--- src/rtl/uart_pkg.sv ---
// Types, limits and the parity helper shared by the UART receive and transmit engines.
package uart_pkg;

  typedef enum logic [2:0] {
    IDLE,
    START,
    DATA,
    PARITY,
    STOP,
    BREAK_WAIT
  } rx_state_t;

  localparam int unsigned MIN_BYTE_SIZE    = 5;
  localparam int unsigned MAX_BYTE_SIZE    = 9;
  localparam int unsigned MIN_CLK_PER_BAUD = 4;

  // Even parity over the low 'size' bits of data.
  function automatic logic even_parity(input logic [8:0] data, input logic [3:0] size);
    logic p;
    p = 1'b0;
    for (int i = 0; i < 9; i++) begin
      if (i < int'(size)) p = p ^ data[i];
    end
    return p;
  endfunction

endpackage

--- src/rtl/uart_bit_sampler.sv ---
// Two-flop rxd synchroniser plus majority voter over the sample window ending at the bit mid-point.
module uart_bit_sampler #(
  parameter int MULTI_SAMPLE_WIDTH = 4
) (
  input  logic                          clk,
  input  logic                          rst_n,
  input  logic                          rxd,
  input  logic                          win_active,
  input  logic                          mid_strobe,
  input  logic [MULTI_SAMPLE_WIDTH-1:0] m_eff,
  output logic                          rs,
  output logic                          bit_vote,
  output logic                          vote_valid
);

  localparam int VW = MULTI_SAMPLE_WIDTH + 1;

  logic          sync1_q, sync1_d;
  logic          sync2_q, sync2_d;
  logic [VW-1:0] ones_q, ones_d;
  logic [VW-1:0] ones_total;

  always_ff @(posedge clk) begin
    if (!rst_n) begin
      sync1_q <= 1'b1;
      sync2_q <= 1'b1;
      ones_q  <= '0;
    end else begin
      sync1_q <= sync1_d;
      sync2_q <= sync2_d;
      ones_q  <= ones_d;
    end
  end

  always_comb begin
    sync1_d    = rxd;
    sync2_d    = sync1_q;
    ones_total = ones_q + {{(VW-1){1'b0}}, sync2_q};
    ones_d     = ones_q;
    if (mid_strobe || !win_active) ones_d = '0;
    else                           ones_d = ones_total;
  end

  assign rs         = sync2_q;
  assign vote_valid = mid_strobe;
  // ones*2 >= M, so a tie votes for the idle level
  assign bit_vote   = ({ones_total, 1'b0} >= {2'b00, m_eff});

endmodule

--- src/rtl/uart_rx_core.sv ---
// UART receive engine: start-edge detect, voted bit sampling, parity/stop/break checking.
// state      | meaning
// IDLE       | waiting for a falling edge on rs
// START      | confirming the start bit at its mid-point
// DATA       | collecting byte_size data bits, LSB first
// PARITY     | sampling the even-parity bit
// STOP       | sampling one or two stop bits; rx strobes after the last mid-point
// BREAK_WAIT | line held low after a break; waiting for one full idle baud period
module uart_rx_core
  import uart_pkg::*;
#(
  parameter int BAUD_WIDTH         = 16,
  parameter int MULTI_SAMPLE_WIDTH = 4
) (
  input  logic                          clk,
  input  logic                          rst_n,
  input  logic                          rxd,
  input  logic [BAUD_WIDTH-1:0]         clk_per_baud,
  input  logic [3:0]                    byte_size,
  input  logic                          parity,
  input  logic [1:0]                    stop_bits,
  input  logic [MULTI_SAMPLE_WIDTH-1:0] multi_sample,
  output logic [8:0]                    rx_data,
  output logic                          rx,
  output logic                          rx_busy,
  output logic                          err_break,
  output logic                          err_parity,
  output logic                          err_frame
);

  rx_state_t                     state_q, state_d;
  logic [BAUD_WIDTH-1:0]         cnt_q, cnt_d, p_q, p_d;
  logic [3:0]                    size_q, size_d, bit_idx_q, bit_idx_d;
  logic                          par_en_q, par_en_d, two_stop_q, two_stop_d;
  logic [MULTI_SAMPLE_WIDTH-1:0] m_q, m_d;
  logic [8:0]                    shift_q, shift_d, rx_data_q, rx_data_d;
  logic                          any_one_q, any_one_d, par_bit_q, par_bit_d;
  logic                          stop1_q, stop1_d, stop_idx_q, stop_idx_d;
  logic                          rs_prev_q, rs_prev_d, rx_q, rx_d;
  logic                          err_break_q, err_break_d, err_parity_q, err_parity_d;
  logic                          err_frame_q, err_frame_d;

  logic                          rs, bit_vote, vote_valid;
  logic [BAUD_WIDTH-1:0]         mid, p_in;
  logic [BAUD_WIDTH:0]           mid_p1, win_start;
  logic [MULTI_SAMPLE_WIDTH-1:0] m_eff, m_in;
  logic [3:0]                    size_in;
  logic                          sampling, win_active, mid_hit, bit_end;
  logic                          s1, last_stop, brk, frame_bad;

  assign p_in    = (clk_per_baud < BAUD_WIDTH'(MIN_CLK_PER_BAUD)) ?
                   BAUD_WIDTH'(MIN_CLK_PER_BAUD) : clk_per_baud;
  assign size_in = (byte_size < 4'(MIN_BYTE_SIZE)) ? 4'(MIN_BYTE_SIZE) :
                   (byte_size > 4'(MAX_BYTE_SIZE)) ? 4'(MAX_BYTE_SIZE) : byte_size;
  assign m_in    = (multi_sample == '0) ? MULTI_SAMPLE_WIDTH'(1) : multi_sample;

  // Window never reaches back past the bit boundary: at most mid+1 samples.
  assign mid        = p_q >> 1;
  assign mid_p1     = {1'b0, mid} + (BAUD_WIDTH+1)'(1);
  assign m_eff      = ((BAUD_WIDTH+1)'(m_q) > mid_p1) ? MULTI_SAMPLE_WIDTH'(mid_p1) : m_q;
  assign win_start  = mid_p1 - (BAUD_WIDTH+1)'(m_eff);
  assign sampling   = state_q inside {START, DATA, PARITY, STOP};
  assign mid_hit    = sampling && (cnt_q == mid);
  assign win_active = sampling && ({1'b0, cnt_q} >= win_start) && (cnt_q <= mid);
  assign bit_end    = (cnt_q == p_q - BAUD_WIDTH'(1));

  uart_bit_sampler #(
    .MULTI_SAMPLE_WIDTH(MULTI_SAMPLE_WIDTH)
  ) u_sampler (
    .clk        (clk),
    .rst_n      (rst_n),
    .rxd        (rxd),
    .win_active (win_active),
    .mid_strobe (mid_hit),
    .m_eff      (m_eff),
    .rs         (rs),
    .bit_vote   (bit_vote),
    .vote_valid (vote_valid)
  );

  always_ff @(posedge clk) begin
    if (!rst_n) begin
      state_q      <= IDLE;
      cnt_q        <= '0;
      p_q          <= BAUD_WIDTH'(MIN_CLK_PER_BAUD);
      size_q       <= 4'(MIN_BYTE_SIZE);
      bit_idx_q    <= '0;
      par_en_q     <= 1'b0;
      two_stop_q   <= 1'b0;
      m_q          <= MULTI_SAMPLE_WIDTH'(1);
      shift_q      <= '0;
      rx_data_q    <= '0;
      any_one_q    <= 1'b0;
      par_bit_q    <= 1'b0;
      stop1_q      <= 1'b1;
      stop_idx_q   <= 1'b0;
      rs_prev_q    <= 1'b1;
      rx_q         <= 1'b0;
      err_break_q  <= 1'b0;
      err_parity_q <= 1'b0;
      err_frame_q  <= 1'b0;
    end else begin
      state_q      <= state_d;
      cnt_q        <= cnt_d;
      p_q          <= p_d;
      size_q       <= size_d;
      bit_idx_q    <= bit_idx_d;
      par_en_q     <= par_en_d;
      two_stop_q   <= two_stop_d;
      m_q          <= m_d;
      shift_q      <= shift_d;
      rx_data_q    <= rx_data_d;
      any_one_q    <= any_one_d;
      par_bit_q    <= par_bit_d;
      stop1_q      <= stop1_d;
      stop_idx_q   <= stop_idx_d;
      rs_prev_q    <= rs_prev_d;
      rx_q         <= rx_d;
      err_break_q  <= err_break_d;
      err_parity_q <= err_parity_d;
      err_frame_q  <= err_frame_d;
    end
  end

  always_comb begin
    state_d      = state_q;
    cnt_d        = cnt_q;
    p_d          = p_q;
    size_d       = size_q;
    bit_idx_d    = bit_idx_q;
    par_en_d     = par_en_q;
    two_stop_d   = two_stop_q;
    m_d          = m_q;
    shift_d      = shift_q;
    rx_data_d    = rx_data_q;
    any_one_d    = any_one_q;
    par_bit_d    = par_bit_q;
    stop1_d      = stop1_q;
    stop_idx_d   = stop_idx_q;
    rs_prev_d    = rs;
    rx_d         = 1'b0;
    err_break_d  = err_break_q;
    err_parity_d = err_parity_q;
    err_frame_d  = err_frame_q;
    s1           = stop_idx_q ? stop1_q : bit_vote;
    last_stop    = !two_stop_q || stop_idx_q;
    brk          = !any_one_q && !s1;
    frame_bad    = !s1 || (stop_idx_q && !bit_vote);

    if (sampling) cnt_d = bit_end ? '0 : cnt_q + BAUD_WIDTH'(1);

    case (state_q)
      IDLE: begin
        cnt_d = '0;
        if (rs_prev_q && !rs) begin
          state_d    = START;
          p_d        = p_in;
          size_d     = size_in;
          par_en_d   = parity;
          two_stop_d = (stop_bits >= 2'd2);
          m_d        = m_in;
          bit_idx_d  = '0;
          shift_d    = '0;
          any_one_d  = 1'b0;
          par_bit_d  = 1'b0;
          stop1_d    = 1'b1;
          stop_idx_d = 1'b0;
        end
      end
      START: begin
        if (vote_valid && bit_vote) begin
          state_d = IDLE;
          cnt_d   = '0;
        end else if (bit_end) begin
          state_d = DATA;
        end
      end
      DATA: begin
        if (vote_valid) begin
          any_one_d = any_one_q | bit_vote;
          if (bit_idx_q < size_q) begin
            shift_d[bit_idx_q] = bit_vote;
            bit_idx_d          = bit_idx_q + 4'd1;
          end
        end
        if (bit_end && (bit_idx_q == size_q)) state_d = par_en_q ? PARITY : STOP;
      end
      PARITY: begin
        if (vote_valid) begin
          par_bit_d = bit_vote;
          any_one_d = any_one_q | bit_vote;
        end
        if (bit_end) state_d = STOP;
      end
      STOP: begin
        if (vote_valid) begin
          if (!stop_idx_q) stop1_d = bit_vote;
          if (last_stop) begin
            rx_d         = 1'b1;
            rx_data_d    = shift_q;
            err_break_d  = brk;
            err_frame_d  = frame_bad && !brk;
            err_parity_d = par_en_q && (par_bit_q != even_parity(shift_q, size_q));
            state_d      = brk ? BREAK_WAIT : IDLE;
            cnt_d        = '0;
          end
        end else if (bit_end) begin
          stop_idx_d = 1'b1;
        end
      end
      BREAK_WAIT: begin
        if (!rs) begin
          cnt_d = '0;
        end else if (bit_end) begin
          state_d = IDLE;
          cnt_d   = '0;
        end else begin
          cnt_d = cnt_q + BAUD_WIDTH'(1);
        end
      end
      default: state_d = IDLE;
    endcase
  end

  assign rx_data    = rx_data_q;
  assign rx         = rx_q;
  assign rx_busy    = (state_q != IDLE);
  assign err_break  = err_break_q;
  assign err_parity = err_parity_q;
  assign err_frame  = err_frame_q;

endmodule

--- config.mk ---
export PLATFORM = sky130hd
export DESIGN_NAME = uart_rx_core
export DESIGN_NICKNAME = d
export VERILOG_FILES = /design/src/rtl/uart_pkg.sv /design/src/rtl/uart_bit_sampler.sv /design/src/rtl/uart_rx_core.sv
export SDC_FILE = /design/constraint.sdc
export NUM_CORES = 1
export LEC_CHECK = 0
export CAP_MARGIN = 20
export CORE_UTILIZATION = 53
export CTS_BUF_LIST = sky130_fd_sc_hd__clkbuf_4 sky130_fd_sc_hd__clkbuf_8
export DETAILED_ROUTE_END_ITERATION = 8
export GPL_ROUTABILITY_DRIVEN = 1
export HOLD_SLACK_MARGIN = 0.12
export PLACE_DENSITY_LB_ADDON = 0.05
export SLEW_MARGIN = 30
export SYNTH_ARGS = -nofsm -noshare
export SYNTH_HDL_FRONTEND = slang
export SYNTH_SLANG_ARGS = --single-unit
--- constraint.sdc ---
create_clock -name clk -period 5.48 [get_ports clk]
set_clock_uncertainty 0.2 [all_clocks]
set_input_delay 0.822 -clock clk [delete_from_list [all_inputs] [get_ports clk]]
set_output_delay 0.822 -clock clk [all_outputs]
set_load 0.1 [all_outputs]
==> results of run 1 <==
## layer usage
metal  global-route usage  up-vias  wire length, µm
li1                     -     3114                -
met1                0.368     2851             7730
met2                0.483      177             8190
met3               0.0476       27              921
met4               0.0946        0              343
met5                    0        -                0
## per-stage QoR
stage	utilization	setup WS, ns	instance area [µm²]	hold slack (ns)
finish	0.640	0.228	7370	0.224
global placement	0.613	0.142	7060	0.189
detailed placement	0.613	0.0494	7060	0.209
floorplan	-	0.0164	6310	0.186
CTS	0.630	0.0133	7250	0.228
global route	0.640	-0.0114	7370	0.238
## registers in the layout, indices dropped and copies added (netlist names), 3 cells and up
register	flops
m_q	4
cnt_q	16
shift_q	9
rx_data	9
bit_idx_q	4
size_q	4
u_sampler.ones_q	5
p_q	16
state_q	3
## worst max-delay path by stage
stage,from,to,slack (ns),cells after the start
after floorplan,p_q[2],u_sampler.ones_q[4],0.02,26
after global placement,p_q[2],u_sampler.ones_q[2],0.14,22
after global routing,p_q[1],u_sampler.ones_q[2],-0.01,25
after CTS,p_q[2],u_sampler.ones_q[2],0.01,21
after detailed placement,p_q[2],u_sampler.ones_q[2],0.05,21
final,p_q[1],u_sampler.ones_q[2],0.23,25
## critical path, stage by stage (launching register included)
cell       delay (ns)
dfxtp_4          0.38
inv_1            0.05
ha_1             0.29
inv_1            0.11
ha_4             0.29
nor2b_4          0.13
o211ai_1         0.08
o2111ai_1        0.14
nand4_1          0.21
nor2_2           0.21
mux2i_2          0.24
buf_4            0.15
inv_1            0.06
fa_2             0.43
o21ai_2          0.17
a31oi_4          0.12
nand3_2          0.12
mux2i_2          0.23
o21ai_0          0.11
a221oi_1         0.29
ha_1             0.28
and4_1           0.21
a221o_1          0.32
o21bai_2         0.15
buf_6            0.14
nor2_1           0.04
## cell usage after synthesis (5+ instances only)
cell type | number | area (µm²)
and4_1 | 5 | 43.8
o31ai_1 | 10 | 75.1
o21a_1 | 10 | 75.1
buf_2 | 6 | 30.0
and3_1 | 15 | 93.8
a2111oi_0 | 5 | 43.8
a21o_1 | 9 | 67.6
nor4_1 | 7 | 43.8
inv_1 | 42 | 158
nand4_1 | 21 | 131
nor2b_1 | 9 | 56.3
nand3_1 | 42 | 210
clkbuf_1 | 30 | 113
a21oi_1 | 63 | 315
dfxtp_1 | 83 | 1660
or4_1 | 5 | 37.5
ha_1 | 51 | 638
nand2_1 | 129 | 484
xor2_1 | 18 | 158
o211ai_1 | 9 | 67.6
mux2i_1 | 7 | 70.1
o21ai_1 | 14 | 70.1
nor2_1 | 56 | 210
xnor2_1 | 40 | 350
o21ai_0 | 44 | 220
nand2b_1 | 6 | 37.5
nor3_1 | 22 | 110
o22ai_1 | 7 | 43.8
## power breakdown
group	total [W]	internal (W)	switching [W]	leakage (nW)
sequential	0.000669	0.000626	0.0000433	0.671
combinational	0.000845	0.000352	0.000493	2.15
clock	0.000449	0.000216	0.000233	0.100
## cells by family (layout without fill, tap and decap cells)
kind of cell	count (synthesis)	after routing
AO/OA/AOI/OAI	213	213
XOR/XNOR	58	58
adder cells (fa/ha/maj)	52	52
buffers and inverters	88	150
flip-flops	83	83
multiplexers	10	10
AND/OR/NAND/NOR	338	338
## repair_timing
item,in CTS,in global routing
hold endpoints to repair,0,0
setup buffers,0,3
resized for setup,0,21
setup endpoints to repair,0,5
## final cells by class
class | instances | area share
repair buffers | 91 | 0.108
inverters | 43 | 0.0219
clock inverters | 6 | 0.00883
clock buffers | 10 | 0.0178
multi-input cells | 671 | 0.593
well taps | 143 | 0.0243
flip-flops and latches | 83 | 0.226
==> run_results.csv, run 1 <==
group,metric,value,unit
run_status,status,"completed",
finish,multi_input_area,4370,µm²
detailed_routing,dr.pass1.iters,5,
grt,antenna_found_initial,0,
synth,yosysSeqAreaShare,0.264,
pwr,finalPower,0.00196,W
synth,netlist_instances,842,
critical_path,r2r-end,"u_sampler.ones_q[2]",
hold_path,hold-path-endpoint,"u_sampler.rs",
finish,final_cells,1047,
synth,syn_avg_cell_area,7.48,µm²
synth,ys_ff_latch,83,
detailed_routing,drtAntennaViolNets,0,
timing,setup_viol,0,
timing,post-route-period-util,0.958,
critical_path,reg2reg_from,"p_q[1]",
timing,finalHoldViolCount,0,
critical_path,worstPathMaxFanout,6,
synth,synth_fa_ha_area_frac,0.104,
critical_path,critPathCaptureType,"flop",
critical_path,start_kind,"flop",
floorplan,die_area,12300,µm²
critical_path,r2r_cells,25,
detailed_routing,drtIter0Drc,409,
timing,clock.fmax,190,MHz
placed_design,place_hpwl,13500,µm
floorplan,dieWidth,111,µm
hold_path,hp-start,"u_sampler.sync1_q",
run,maxCapViolCount,0,
timing,tightest_slew,0.999,ns
synth,synth-xor-area-share,0.0806,
critical_path,cp_data_arrival_time,5.32,ns
detailed_routing,vias,6169,
finish,mostFrequentLayoutCells,"nand2_1, dfxtp_1, a21oi_1",
detailed_routing,routed_wl,17200,µm
floorplan,io_pins,44,
synth,ys.flop_type,"dfxtp_1",
clock_network,cts_max_level,3,
critical_path,critPathKind,"flop to flop",
floorplan,placementRows,39,
finish,layout-drive-gt1-share,0.117,
finish,areaGrowthSynthToFinish,16.9,%
pwr,p_leak,2.92,nW
clock_network,ctsHoldBuffers,0,
grt,gr-total-overflow,0,
synth,ys_types,76,
grt,grt_pass1_vias,5774,
synth,syn_area,6300,µm²
detailed_routing,drc_errors,0,
pwr,max-vdd-ir-drop,0.000253,V
clock_network,ctsRootBufferMaster,"clkbuf_8",
finish,layout_commonest_cell,"nand2_1",
grt,grtUsageTotal,0.285,
timing,relSlewSlack,0.332,
clock_network,clk_pin_slew_worst_paths,0.09,ns
timing,setup_tns,0,ns
clock_network,clk_path_buf_depth,2,
hold_path,min_path_cells,1,
clock_network,cts_tree,"built",
critical_path,rrSetupSlack,0.23,ns
finish,area.sequential,1670,µm²
floorplan,coreArea,11500,µm²
synth,ys_warn_count,0,
synth,async_reset_ff_frac,0,
placed_design,io_buffers,42,
synth,synth.mux.area_fraction,0.0165,
placed_design,dp.cells,1028,
hold_path,hold_class,"flop to flop",
clock_network,clock-sinks,83,
floorplan,start_util,0.547,
grt,grt_pass1_wl,28400,µm
finish,antenna-diode-count,0,
detailed_routing,post_drt_via_cell_ratio,5.89,
timing,slew_viol_final,0,
finish,n_fill_cell,1051,
placed_design,finalWeightedCongestion,0.939,
synth,synth-simple-area-share,0.257,
critical_path,worstPathRequired,5.55,ns
timing,period_minus_slack,5.25,ns
synth,synth.net_count,924,
synth,synth-edff-count,0,
synth,synth_top_family_by_area,"simple AND/OR/NAND/NOR gates",
detailed_routing,wire_per_inst,16.4,µm
pwr,p_per_area,267,nW/µm²
finish,num-nets-final,981,
grt,grt_max_degree,47,
clock_network,clk_latency,0.38,ns
synth,synth_compound_area_frac,0.220,
clock_network,numCtsBuffers,9,
floorplan,fp.dieH,111,µm
Power figures use the tool's default switching activity.
==> run 2: changes to the inputs <==
--- a/config.mk
+++ b/config.mk
@@ -15,4 +15,5 @@
 export SLEW_MARGIN = 30
 export SYNTH_ARGS = -nofsm -noshare
 export SYNTH_HDL_FRONTEND = slang
+export SYNTH_HIERARCHICAL = 1
 export SYNTH_SLANG_ARGS = --single-unit
==> run_results.csv, run 2 <==
group,metric,value,unit
run_status,status,"finished with violations",
run_status,violations,"setup timing",
timing,rsz0062_at_grt,"yes",
grt,grtUsageMet2,0.525,
grt,gr-max-usage-layer,"met2",
placed_design,place_hpwl,13500,µm
floorplan,die_area,12300,µm²
floorplan,coreArea,11500,µm²
finish,num-nets-final,1007,
timing,setup_viol,5,
detailed_routing,wire_per_inst,17.3,µm
finish,areaGrowthSynthToFinish,27.5,%
grt,grt_pass1_wl,28900,µm
pwr,p_leak,3.13,nW
timing,finalHoldViolCount,0,
synth,synth-edff-count,0,
synth,synth.net_count,903,
clock_network,ctsHoldBuffers,0,
grt,antenna_found_initial,0,
critical_path,critPathKind,"flop to flop",
clock_network,ctsRootBufferMaster,"clkbuf_8",
grt,grt_util_met3,0.0355,
synth,synth_most_common_cell,"nand2_1",
finish,reg_top3,"cnt_q (16), p_q (16)",
detailed_routing,post_drt_via_cell_ratio,5.89,
grt,gr-total-overflow,0,
synth,ys_types,74,
detailed_routing,routed_wl,18500,µm
timing,layout_setup_ws,-0.192,ns
placed_design,io_buffers,42,
hold_path,min_path_cells,1,
timing,slew_viol_final,0,
detailed_routing,drc_errors,0,
critical_path,critPathMaxStageDelay,0.38,ns
placed_design,placed_area,7240,µm²
timing,tightest_slew,1.00,ns
pwr,max-vdd-ir-drop,0.000224,V
critical_path,cp_slowest_cell,"dfxtp_4",
clock_network,cts_tree,"built",
grt,grt_pass1_vias,5987,
floorplan,fp.dieH,111,µm
synth,ys.flop_type,"dfxtp_1",
synth,post-synth-top-area-cell,"dfxtp_1",
finish,antenna-diode-count,0,
synth,ys_ff_latch,83,
clock_network,clk_path_buf_depth,2,
hold_path,hold_class,"flop to flop",
grt,grtUsageTotal,0.292,
floorplan,start_util,0.548,
floorplan,io_pins,44,
finish,layout_commonest_cell,"nand2_1",
detailed_routing,drtAntennaViolNets,0,
clock_network,clock-sinks,83,
synth,synth_common_cells,"nand2_1, dfxtp_1, a21oi_1",
clock_network,numCtsBuffers,9,
finish,final_cells,1068,
run,maxCapViolCount,0,
critical_path,cp_data_arrival_time,5.78,ns
timing,clock.fmax,176,MHz
finish,final_area,8050,µm²
synth,synth_top_area_frac,0.263,
timing,relSlewSlack,0.330,
synth,syn_area,6310,µm²
synth,netlist_instances,817,
grt,globalRouteMet1Util,0.352,
critical_path,worstPathRequired,5.59,ns
synth,async_reset_ff_frac,0,
pwr,p_per_area,263,nW/µm²
finish,mostFrequentLayoutCells,"nand2_1, buf_4, dfxtp_1",
floorplan,placementRows,39,
critical_path,start_kind,"flop",
finish,layout-drive-gt1-share,0.212,
critical_path,critPathCaptureType,"flop",
critical_path,r2r_cells,27,
grt,grt_max_degree,60,
placed_design,finalWeightedCongestion,0.926,
finish,post-route-util,0.699,
timing,period_minus_slack,5.67,ns
clock_network,clk_latency,0.36,ns
clock_network,clk_pin_slew_worst_paths,0.08,ns
clock_network,cts_max_level,3,
placed_design,dp_slack,-0.500,ns
placed_design,dp.cells,1022,
synth,synth_area_leaders,"dfxtp_1, ha_1, nand2_1",
synth,yosysSeqAreaShare,0.263,
detailed_routing,drtIter0Drc,384,
timing,post-route-period-util,1.04,
detailed_routing,vias,6292,
floorplan,dieWidth,111,µm
synth,syn_avg_cell_area,7.73,µm²
synth,ys_warn_count,6,
critical_path,worstPathMaxFanout,4,
detailed_routing,dr.pass1.iters,5,
==> run 2: cell count changes in the layout (fill, tap and decap cells not counted), moves of 12 or more <==
cell	previous run	this run
buf_4	48	85
nand2_1	129	104
o21ai_0	41	25
xor2_1	18	6
==> run 2: kinds of logic (layout without fill, tap and decap cells) <==
group	Yosys count	after routing	share of synthesized area
buf+inv	93	201	0.0608
flops	83	83	0.263
xor+xnor	52	52	0.0797
mux	12	12	0.0192
simple gates	321	321	0.258
fa+ha+maj	57	57	0.114
compound gates	199	199	0.206
==> run 2: critical path, delay by kind of cell, from the launching register on <==
kind	cells	cell delay [ns]
AO/OA/AOI/OAI	7	1.41
adder cells (fa/ha/maj)	5	1.31
AND/OR/NAND/NOR	6	1.22
buffers and inverters	5	0.52
multiplexers	3	0.49
flip-flops	1	0.38
XOR/XNOR	1	0.09
==> run 2: path summary, 6_finish.rpt <==
check,slack (ns),endpoint,start
worst min register to register,0.21,u_sampler/rs,u_sampler/sync1_q
worst min-delay path,0.21,u_sampler/rs,u_sampler/sync1_q
worst max-delay path,-0.19,u_sampler/ones_q[2],p_q[2]
worst max register to register,-0.19,u_sampler/ones_q[2],p_q[2]
==> run 2: repair_timing <==
| action | CTS | global route |
|---|---|---|
| cloned | 0 | 1 |
| setup endpoints to repair | 5 | 28 |
| gates resized for setup | 26 | 59 |
| pin swaps | 24 | 36 |
| buffers inserted | 20 | 15 |
==> run 2: stage by stage <==
step	setup TNS (ns)	hold slack (ns)	total power [W]
final	-0.835	0.214	0.00212
after global routing	-6.88	0.238	0.00223
after CTS	-0.683	0.212	0.00198
after detailed placement	-2.06	0.193	0.00141
after global placement	-0.875	0.188	0.00139
after floorplan	-0.0789	0.186	0.00118
==> run 2: where the power goes <==
group          internal (W)  switching, W  leakage (nW)
combinational      0.000471      0.000518          2.35
sequential         0.000619     0.0000326         0.672
clock              0.000259      0.000219         0.110
total               0.00135      0.000769          3.13
==> run 2: layout make-up <==
cell class                      count  area (µm²)
Clock buffer                       10         131
Sequential cell                    83        1670
Fill cell                         917        3470
Timing Repair Buffer              140        1210
Tap cell                          143         179
Inverter                           46         179
Clock inverter                      5        78.8
Multi-Input combinational cell    641        4600
==> run 2: routing by layer <==
layer	vias up	routed length [µm]
met5	-	0
met4	0	537
met3	42	853
met2	159	9280
met1	2973	7800
li1	3118	-
